===== src/rtl/game_move_ctrl_if.sv =====
// Move handshake, checker loop-back and game status bundle for game_move_ctrl.
// The slave side is the controller; the master side is the player/checker environment.
interface game_move_ctrl_if;
   logic       new_game;
   logic       move_valid;
   logic [3:0] move_idx;
   logic       move_ready;
   logic [8:0] check_array;
   logic       win_in;
   logic       tie_in;
   logic [8:0] board_x;
   logic [8:0] board_o;
   logic       turn;
   logic       game_over;
   logic [1:0] winner;
   logic       move_err;

   modport slave (
      input  new_game, move_valid, move_idx, win_in, tie_in,
      output move_ready, check_array, board_x, board_o, turn, game_over, winner, move_err
   );

   modport master (
      output new_game, move_valid, move_idx, win_in, tie_in,
      input  move_ready, check_array, board_x, board_o, turn, game_over, winner, move_err
   );
endinterface


===== src/rtl/game_move_ctrl.sv =====
// Tic-tac-toe move controller: accepts moves, keeps both boards and consults an
// external win/tie checker one cycle after each legal move.
//
// state | meaning
// WAIT  | ready for a move from the player given by turn
// CHECK | one cycle: checker looks at the last mover's board
// DONE  | game finished, moves ignored until new_game
module game_move_ctrl #(
   parameter bit FIRST_PLAYER = 1'b0
) (
   input  logic             clk,
   input  logic             rst_n,
   game_move_ctrl_if.slave  bus
);
   typedef enum logic [1:0] {
      WAIT  = 2'd0,
      CHECK = 2'd1,
      DONE  = 2'd2
   } state_t;

   state_t     state, state_nxt;
   logic [8:0] board_x, board_o;
   logic [3:0] move_count;
   logic       turn, last_mover, has_moved;
   logic       game_over, move_err;
   logic [1:0] winner;
   logic       move_ready;
   logic [8:0] check_array;
   logic [8:0] cell_mask;
   logic       accept, legal;

   // Out-of-range indices shift the one-hot out of the 9-bit mask entirely.
   assign cell_mask = 9'd1 << bus.move_idx;
   assign legal     = (bus.move_idx <= 4'd8) && (((board_x | board_o) & cell_mask) == 9'd0);
   assign accept    = bus.move_valid && move_ready;

   always_ff @(posedge clk or negedge rst_n) begin
      if (!rst_n) state <= WAIT;
      else        state <= state_nxt;
   end

   always_comb begin
      state_nxt = state;
      if (bus.new_game) begin
         state_nxt = WAIT;
      end else begin
         case (state)
            WAIT:    if (accept && legal) state_nxt = CHECK;
            CHECK:   if (bus.win_in || bus.tie_in || move_count == 4'd9) state_nxt = DONE;
                     else state_nxt = WAIT;
            DONE:    state_nxt = DONE;
            default: state_nxt = WAIT;
         endcase
      end
   end

   // move_ready is forced low while reset is held, not just by the WAIT state.
   always_comb begin
      move_ready  = rst_n && (state == WAIT) && !bus.new_game;
      check_array = 9'd0;
      if (has_moved) check_array = last_mover ? board_o : board_x;
   end

   always_ff @(posedge clk or negedge rst_n) begin
      if (!rst_n) begin
         board_x    <= 9'd0;
         board_o    <= 9'd0;
         move_count <= 4'd0;
         turn       <= FIRST_PLAYER;
         last_mover <= 1'b0;
         has_moved  <= 1'b0;
         winner     <= 2'b00;
         game_over  <= 1'b0;
         move_err   <= 1'b0;
      end else if (bus.new_game) begin
         board_x    <= 9'd0;
         board_o    <= 9'd0;
         move_count <= 4'd0;
         turn       <= FIRST_PLAYER;
         last_mover <= 1'b0;
         has_moved  <= 1'b0;
         winner     <= 2'b00;
         game_over  <= 1'b0;
         move_err   <= 1'b0;
      end else begin
         move_err  <= accept && !legal;
         game_over <= (state_nxt == DONE);
         if (accept && legal) begin
            if (turn) board_o <= board_o | cell_mask;
            else      board_x <= board_x | cell_mask;
            last_mover <= turn;
            has_moved  <= 1'b1;
            move_count <= move_count + 4'd1;
         end
         if (state == CHECK) begin
            if (bus.win_in)                              winner <= last_mover ? 2'b10 : 2'b01;
            else if (bus.tie_in || move_count == 4'd9)   winner <= 2'b11;
            else                                         turn   <= ~turn;
         end
      end
   end

   assign bus.move_ready  = move_ready;
   assign bus.check_array = check_array;
   assign bus.board_x     = board_x;
   assign bus.board_o     = board_o;
   assign bus.turn        = turn;
   assign bus.game_over   = game_over;
   assign bus.winner      = winner;
   assign bus.move_err    = move_err;
endmodule


===== src/flat_wrapper.sv =====
// flat-port wrapper written by rule: the top's interface ports become plain ports
module game_move_ctrl_flat 
#(
   parameter bit FIRST_PLAYER = 1'b0
)
  (clk, rst_n, bus_new_game, bus_move_valid, bus_move_idx, bus_win_in, bus_tie_in, bus_move_ready, bus_check_array, bus_board_x, bus_board_o, bus_turn, bus_game_over, bus_winner, bus_move_err);
  game_move_ctrl_if bus_i ();
  input  logic clk;
  input  logic rst_n;
  input wire logic [$bits(bus_i.new_game)-1:0] bus_new_game;
  input wire logic [$bits(bus_i.move_valid)-1:0] bus_move_valid;
  input wire logic [$bits(bus_i.move_idx)-1:0] bus_move_idx;
  input wire logic [$bits(bus_i.win_in)-1:0] bus_win_in;
  input wire logic [$bits(bus_i.tie_in)-1:0] bus_tie_in;
  output wire logic [$bits(bus_i.move_ready)-1:0] bus_move_ready;
  output wire logic [$bits(bus_i.check_array)-1:0] bus_check_array;
  output wire logic [$bits(bus_i.board_x)-1:0] bus_board_x;
  output wire logic [$bits(bus_i.board_o)-1:0] bus_board_o;
  output wire logic [$bits(bus_i.turn)-1:0] bus_turn;
  output wire logic [$bits(bus_i.game_over)-1:0] bus_game_over;
  output wire logic [$bits(bus_i.winner)-1:0] bus_winner;
  output wire logic [$bits(bus_i.move_err)-1:0] bus_move_err;
  assign bus_i.new_game = bus_new_game;
  assign bus_i.move_valid = bus_move_valid;
  assign bus_i.move_idx = bus_move_idx;
  assign bus_i.win_in = bus_win_in;
  assign bus_i.tie_in = bus_tie_in;
  assign bus_move_ready = bus_i.move_ready;
  assign bus_check_array = bus_i.check_array;
  assign bus_board_x = bus_i.board_x;
  assign bus_board_o = bus_i.board_o;
  assign bus_turn = bus_i.turn;
  assign bus_game_over = bus_i.game_over;
  assign bus_winner = bus_i.winner;
  assign bus_move_err = bus_i.move_err;
  game_move_ctrl #(.FIRST_PLAYER(FIRST_PLAYER)) u_core (.clk(clk), .rst_n(rst_n), .bus(bus_i));
endmodule

===== config.mk =====
export PLATFORM = sky130hd
export DESIGN_NAME = game_move_ctrl_flat
export DESIGN_NICKNAME = d
export VERILOG_FILES = /design/src/rtl/game_move_ctrl_if.sv /design/src/rtl/game_move_ctrl.sv /design/src/flat_wrapper.sv
export SDC_FILE = /design/constraint.sdc
export NUM_CORES = 1
export LEC_CHECK = 0
export BUFFER_PORTS_ARGS = -buffer_cell sky130_fd_sc_hd__buf_2
export CORE_MARGIN = 5
export CORE_UTILIZATION = 34
export CTS_CLUSTER_SIZE = 8
export DETAILED_ROUTE_END_ITERATION = 10
export PLACE_DENSITY = 0.54
export SLEW_MARGIN = 20
export SYNTH_ARGS = -nofsm -noshare
export SYNTH_HDL_FRONTEND = slang
export SYNTH_SLANG_ARGS = --single-unit

===== constraint.sdc =====
create_clock -name clk -period 2.19 [get_ports clk]
set_clock_uncertainty 0.15 [all_clocks]
set_input_delay 0.438 -clock clk [delete_from_list [all_inputs] [get_ports clk]]
set_output_delay 0.438 -clock clk [all_outputs]
set_load 0.05 [all_outputs]

# Yosys cells after proc, flatten, opt, wreduce, memory -nomap -nowiden
# Cells that the tools add are included.
[word_totals]
register_bits = 31
elab_cells = 75
inputBits = 10
out_inout_bits = 33
[classes]
n_eq_ne = 7
muxes = 29
magnitude_cmp = 1
n_reduce_logical = 21
shifts = 1
n_bitwise = 5
addsub = 1
[op_table]
columns = ["cell", "n"]
rows = [
  ["$mux W9", 8],
  ["$or A9 B9 Y9", 3],
  ["$mux W2", 8],
  ["$mux W1", 10],
  ["$and A9 B9 Y9", 1],
  ["$logic_not A9 Y1", 1],
  ["$shl A1 B4 Y9 const A", 1],
  ["$mux W4", 2],
  ["$logic_and A1 B1 Y1", 6],
  ["$ne A2 B2 Y1 const B", 3],
  ["$pmux W2 S3", 1],
  ["$reduce_and A2 Y1", 3],
  ["$reduce_bool A2 Y1", 3],
  ["$add A4 B1 Y4 const B", 1],
  ["$eq A2 B2 Y1 const B", 2],
  ["$eq A4 B4 Y1 const B", 1],
  ["$le A4 B4 Y1 const B", 1],
  ["$logic_or A1 B1 Y1", 3],
  ["$reduce_and A3 Y1", 1],
  ["$reduce_bool A3 Y1", 1],
  ["$eq A2 B1 Y1 const B", 1],
  ["$logic_not A1 Y1", 2],
  ["$logic_not A2 Y1", 1],
  ["$not A1 Y1", 1],
]

# Logic depth before layout (Yosys ltp)
[logic_depth]
depth_word = 10
depth_mapped = 8
ltp_nobuf = 6

# Worst setup path before layout
# No wires, ideal clock.
[synth_path]
kind = "in2reg"
startpoint = "input port bus_new_game"
endpoint = "register u_core.board_o[1], in the netlist u_core.bus.board_o[1]"
arrival_time_ps = 2253
setup_ps = 101
required_time_ps = 1939
stages = 7
setup_slack_ps = -314
path_buffers = 2
path_cell_list = "buf_6 > nor4b_4 > nand2_2 > nor3_2 > nand2_2 > buf_6 > o32ai_1"
[synth_via]
elab_chain_len = 6
word_cells_on_any_way = 8
cone_classes = "mux: 1; reduce/logical: 7"
[synth_lines]
columns = ["item", "line_no", "rtl"]
rows = [
  ["from (decl)", "flat_wrapper.sv:10", "input wire logic [$bits(bus_i.new_game)-1:0] bus_new_game;"],
  ["$logic_not A1 Y1", "game_move_ctrl.sv:59", "move_ready = rst_n && (state == WAIT) && !bus.new_game;"],
  ["$logic_and A1 B1 Y1", "game_move_ctrl.sv:59", ""],
  ["net bus_move_ready", "flat_wrapper.sv:15", "output wire logic [$bits(bus_i.move_ready)-1:0] bus_move_ready;"],
  ["$logic_and A1 B1 Y1", "game_move_ctrl.sv:35", "assign accept = bus.move_valid && move_ready;"],
  ["$logic_and A1 B1 Y1", "game_move_ctrl.sv:88", "if (accept && legal) begin"],
  ["$reduce_bool A2 Y1 (no line)", "-", ""],
  ["$reduce_and A2 Y1 (no line)", "-", ""],
  ["to (signal assigned)", "game_move_ctrl.sv:89", "if (turn) board_o <= board_o | cell_mask;"],
  ["to (decl)", "game_move_ctrl.sv:22", "logic [8:0] board_x, board_o;"],
]
# The timed path passes the listed nets, and every way through them passes these cells.
# A chain may end at the register's enable or synchronous reset.

# Final worst setup path
[layout_path]
startpoint = "input port bus_move_idx[3]"
endpoint = "register u_core.move_count[2]"
[layout_via]
elab_chain_len = 6
word_cells_on_any_way = 7
cone_classes = "order compare: 1; shift: 1; bitwise: 1; reduce/logical: 4"
[layout_lines]
columns = ["item", "line_no", "rtl"]
rows = [
  ["from (decl)", "flat_wrapper.sv:12", "input wire logic [$bits(bus_i.move_idx)-1:0] bus_move_idx;"],
  ["$shl A1 B4 Y9", "game_move_ctrl.sv:33", "assign cell_mask = 9'd1 << bus.move_idx;"],
  ["$and A9 B9 Y9", "game_move_ctrl.sv:34", "assign legal = (bus.move_idx <= 4'd8) && (((board_x | board_o) & cell_mask) == 9'd0);"],
  ["$logic_not A9 Y1", "game_move_ctrl.sv:34", ""],
  ["$logic_and A1 B1 Y1 (*)", "game_move_ctrl.sv:34", ""],
  ["$logic_and A1 B1 Y1 (*)", "game_move_ctrl.sv:88", ""],
  ["$reduce_bool A2 Y1 (no line) (*)", "-", ""],
  ["to (signal assigned)", "game_move_ctrl.sv:93", "move_count <= move_count + 4'd1;"],
  ["to (decl)", "game_move_ctrl.sv:23", "logic [3:0] move_count;"],
]
# Every way passes the cells marked *; elsewhere a longest branch is shown, timed or not.

==> run_results.csv <==
group,metric,value,unit
setup_path,endpoint_kind,"flip-flop",
cells_and_area,final_util,49.3,%
synthesis,synth-edff-count,0,
cells_and_area,layout_commonest_cell,"buf_2",
clocking,clkSlewWorstSetupHoldPaths,80,ps
die,core-area,4790,um^2
timing,timing.hold.ws,64.2,ps
route,routed_wl,4800,um
clocking,clock-root-buffer,"clkbuf_8",
setup_path,worstSetupPathType,"input pin to flip-flop",
setup_path,worst-r2r-cell-count,6,
clocking,cts_tree,"yes",
route,drt_iter0_markers,47,
cells_and_area,drive_gt1_share,43.4,%
timing,hold_viol,0,
cells_and_area,multi_input_area,895,um^2
global_routing,top_usage_layer,"met2",
synthesis,ys_ff_latch,31,
global_routing,grt_remaining_overflow,0,
power,power.total,1330,uW
place,dp_cells,287,
global_routing,grt_start_max_net_pins,32,
worst_hold_path,hold_path.class,"input pin to async pin",
global_routing,grt_pass1_wl,7920,um
clocking,cts_sinks,31,
synthesis,syn_area,1690,um^2
die,ios,43,
global_routing,grt_pass1_vias,1571,
global_routing,use_met1,19.7,%
timing,fmax,0.496,GHz
route,drc,0,
route,via_per_inst,5.11,
setup_path,r2r_start,"u_core.bus.board_o[8]",
timing,max_slew_margin,67.9,%
synthesis,synth.area.top_cells,"dfrtp_1 (46%), o32ai_1 (8.3%), mux2i_1 (5.9%), inv_1 (4.9%), nor2_1 (4.9%)",
synthesis,ys_seq_area_share,45.8,%
place,gp_congestion,0.805,
timing,period_needed,2020,ps
cells_and_area,finalNonFillerCells,295,
synthesis,syn-num-nets,177,
timing,worst_pin_slew,478,ps
synthesis,netlist.area_leader.share,45.8,%
cells_and_area,seq_area,777,um^2
power,powerDensity,564,nW/um^2
synthesis,synthDistinctLibCells,40,
cells_and_area,n_fill_cell,444,
setup_path,r2r_slack,220,ps
clocking,cts_buffers,5,
global_routing,grtUsageTotal,16.1,%
clocking,cts.path.max_buffers,2,
global_routing,grt.met2_usage,26.7,%
cells_and_area,layout.nets,239,
clocking,hold_buffers,0,
route,drt_pass1_iterations,4,
timing,finalSetupViolCount,0,
synthesis,yosysWarnings,0,
timing,rsz0062_at_grt,"no",
synthesis,avgSynthCellArea,10.3,um^2
place,dp_hpwl,3560,um
route,vias,1507,
outcome,status,"completed",
setup_path,worstPathRequired,2260,ps
place,portBuffers,42,
cells_and_area,mostFrequentLayoutCells,"buf_2 (42), dfrtp_1 (30), nor2_1 (22), inv_1 (22), buf_4 (19)",
synthesis,synth_cells,165,
die,rows,25,
setup_path,crit_path_max_fanout,6,
clocking,clk_latency,290,ps
setup_path,r2r-end,"u_core.bus.board_o[0]",
cells_and_area,antenna_cells,0,
power,irDropWorstVdd,0.000325,V
die,die_y,80.6,um
route,wire_per_inst,16.3,um
timing,setup_tns,0,ps
route,postRouteAntennaNets,0,
die,initial_utilization,35.4,%
synthesis,synth_area_leader_cell,"dfrtp_1",
timing,slew_violations,0,
timing,finalCritPeriodShare,92.1,%
setup_path,start_kind,"input pin",
clocking,cts_max_level,2,
die,die_w,80.6,um
setup_path,crit_arrival,2090,ps
job,max_cap_viol_count,0,
synthesis,ys.flop_type,"dfrtp_1",
power,leakagePower,0.00102,uW
cells_and_area,syn_to_final_growth,39.2,%
global_routing,antenna_found_initial,0,
die,die_area,6490,um^2
global_routing,grt_use_met3,4.82,%
synthesis,synthArstFlopShare,100,%
-- cell usage after synthesis (2+ instances only) --
cell and instances:
or4bb_1 2, nand2_2 2, inv_1 22, nand3b_1 3
nor2_1 22, nand2_1 2, or3_1 2, buf_6 4
nand3_1 4, ha_1 2, nor3_1 4, dfrtp_1 31
clkbuf_1 3, mux2i_1 10, a21oi_1 3, o22ai_1 2
nor3_2 2, o32ai_1 16, a311oi_1 6, nand2b_1 3
-- report_power, final --
group | leakage [uW] | internal [uW] | total, uW | switching [uW]
logic | 0.000532 | 54.6 | 153 | 98.3
registers | 0.000430 | 579 | 584 | 5.62
clock network | 0.0000612 | 368 | 594 | 226
-- cells by family after synthesis --
group	synth area share [%]
AO/OA/AOI/OAI	17.3
XOR/XNOR	0.517
adder cells (fa/ha/maj)	1.48
buffers and inverters	8.86
flip-flops	45.8
multiplexers	6.57
AND/OR/NAND/NOR	19.5
-- stage by stage --
stage,setup WS [ps],area (um^2)
2_1_floorplan,-133,1830
3_3_place_gp,-74.8,2240
3_5_place_dp,-135,2240
4_1_cts,164,2360
5_1_grt,45.8,2360
6_report,172,2360
-- registers in the layout, summed over array words and instances, names as in the netlist --
| register | count |
|---|---|
| u_core.move_count | 4 |
| u_core.has_moved | 1 |
| u_core.last_mover | 1 |
| u_core.bus.game_over | 1 |
| u_core.bus.board_x | 9 |
| u_core.bus.winner | 2 |
| u_core.bus.move_err | 1 |
| u_core.bus.turn | 1 |
| u_core.bus.board_o | 9 |
| u_core.state | 2 |
-- worst max-delay path, stage by stage --
cell      delay [ps]
buf_2            130
buf_12           130
or3b_1           400
a211oi_1         230
buf_4            160
nor4_4            40
buf_4            170
a311oi_1         250
a41o_1           130
-- what timing repair did --
action,in CTS,in global routing
setup buffers,0,0
resized for setup,1,0
endpoints found under the setup margin,2,0
-- layout make-up --
class	count	area share (%)
repair buffers	63	16.7
clock buffers	6	3.50
flip-flops and latches	31	32.9
clock inverters	2	1.49
multi-input cells	102	37.9
well taps	67	3.55
inverters	24	3.93
-- worst max-delay path by stage --
stage	from	end	slack (ps)	cells after the start
6_report	bus_move_idx[3]	u_core.move_count[2]	170	9
5_1_grt	bus_move_idx[3]	u_core.move_count[2]	50	9
2_1_floorplan	bus_new_game	u_core.bus.board_o[2]	-130	7
4_1_cts	bus_move_idx[3]	u_core.move_count[2]	160	9
3_5_place_dp	bus_move_idx[3]	u_core.move_count[2]	-130	9
3_3_place_gp	bus_move_idx[3]	u_core.move_count[2]	-70	9
-- layer usage --
metal  vias to the layer above  part of all wire, %
met3                         7                  5.7
met4                         0                  1.5
li1                        715                    -
met5                         -                    0
met2                        37                   49
met1                       748                   44
(Power assumes the default switching activity.)
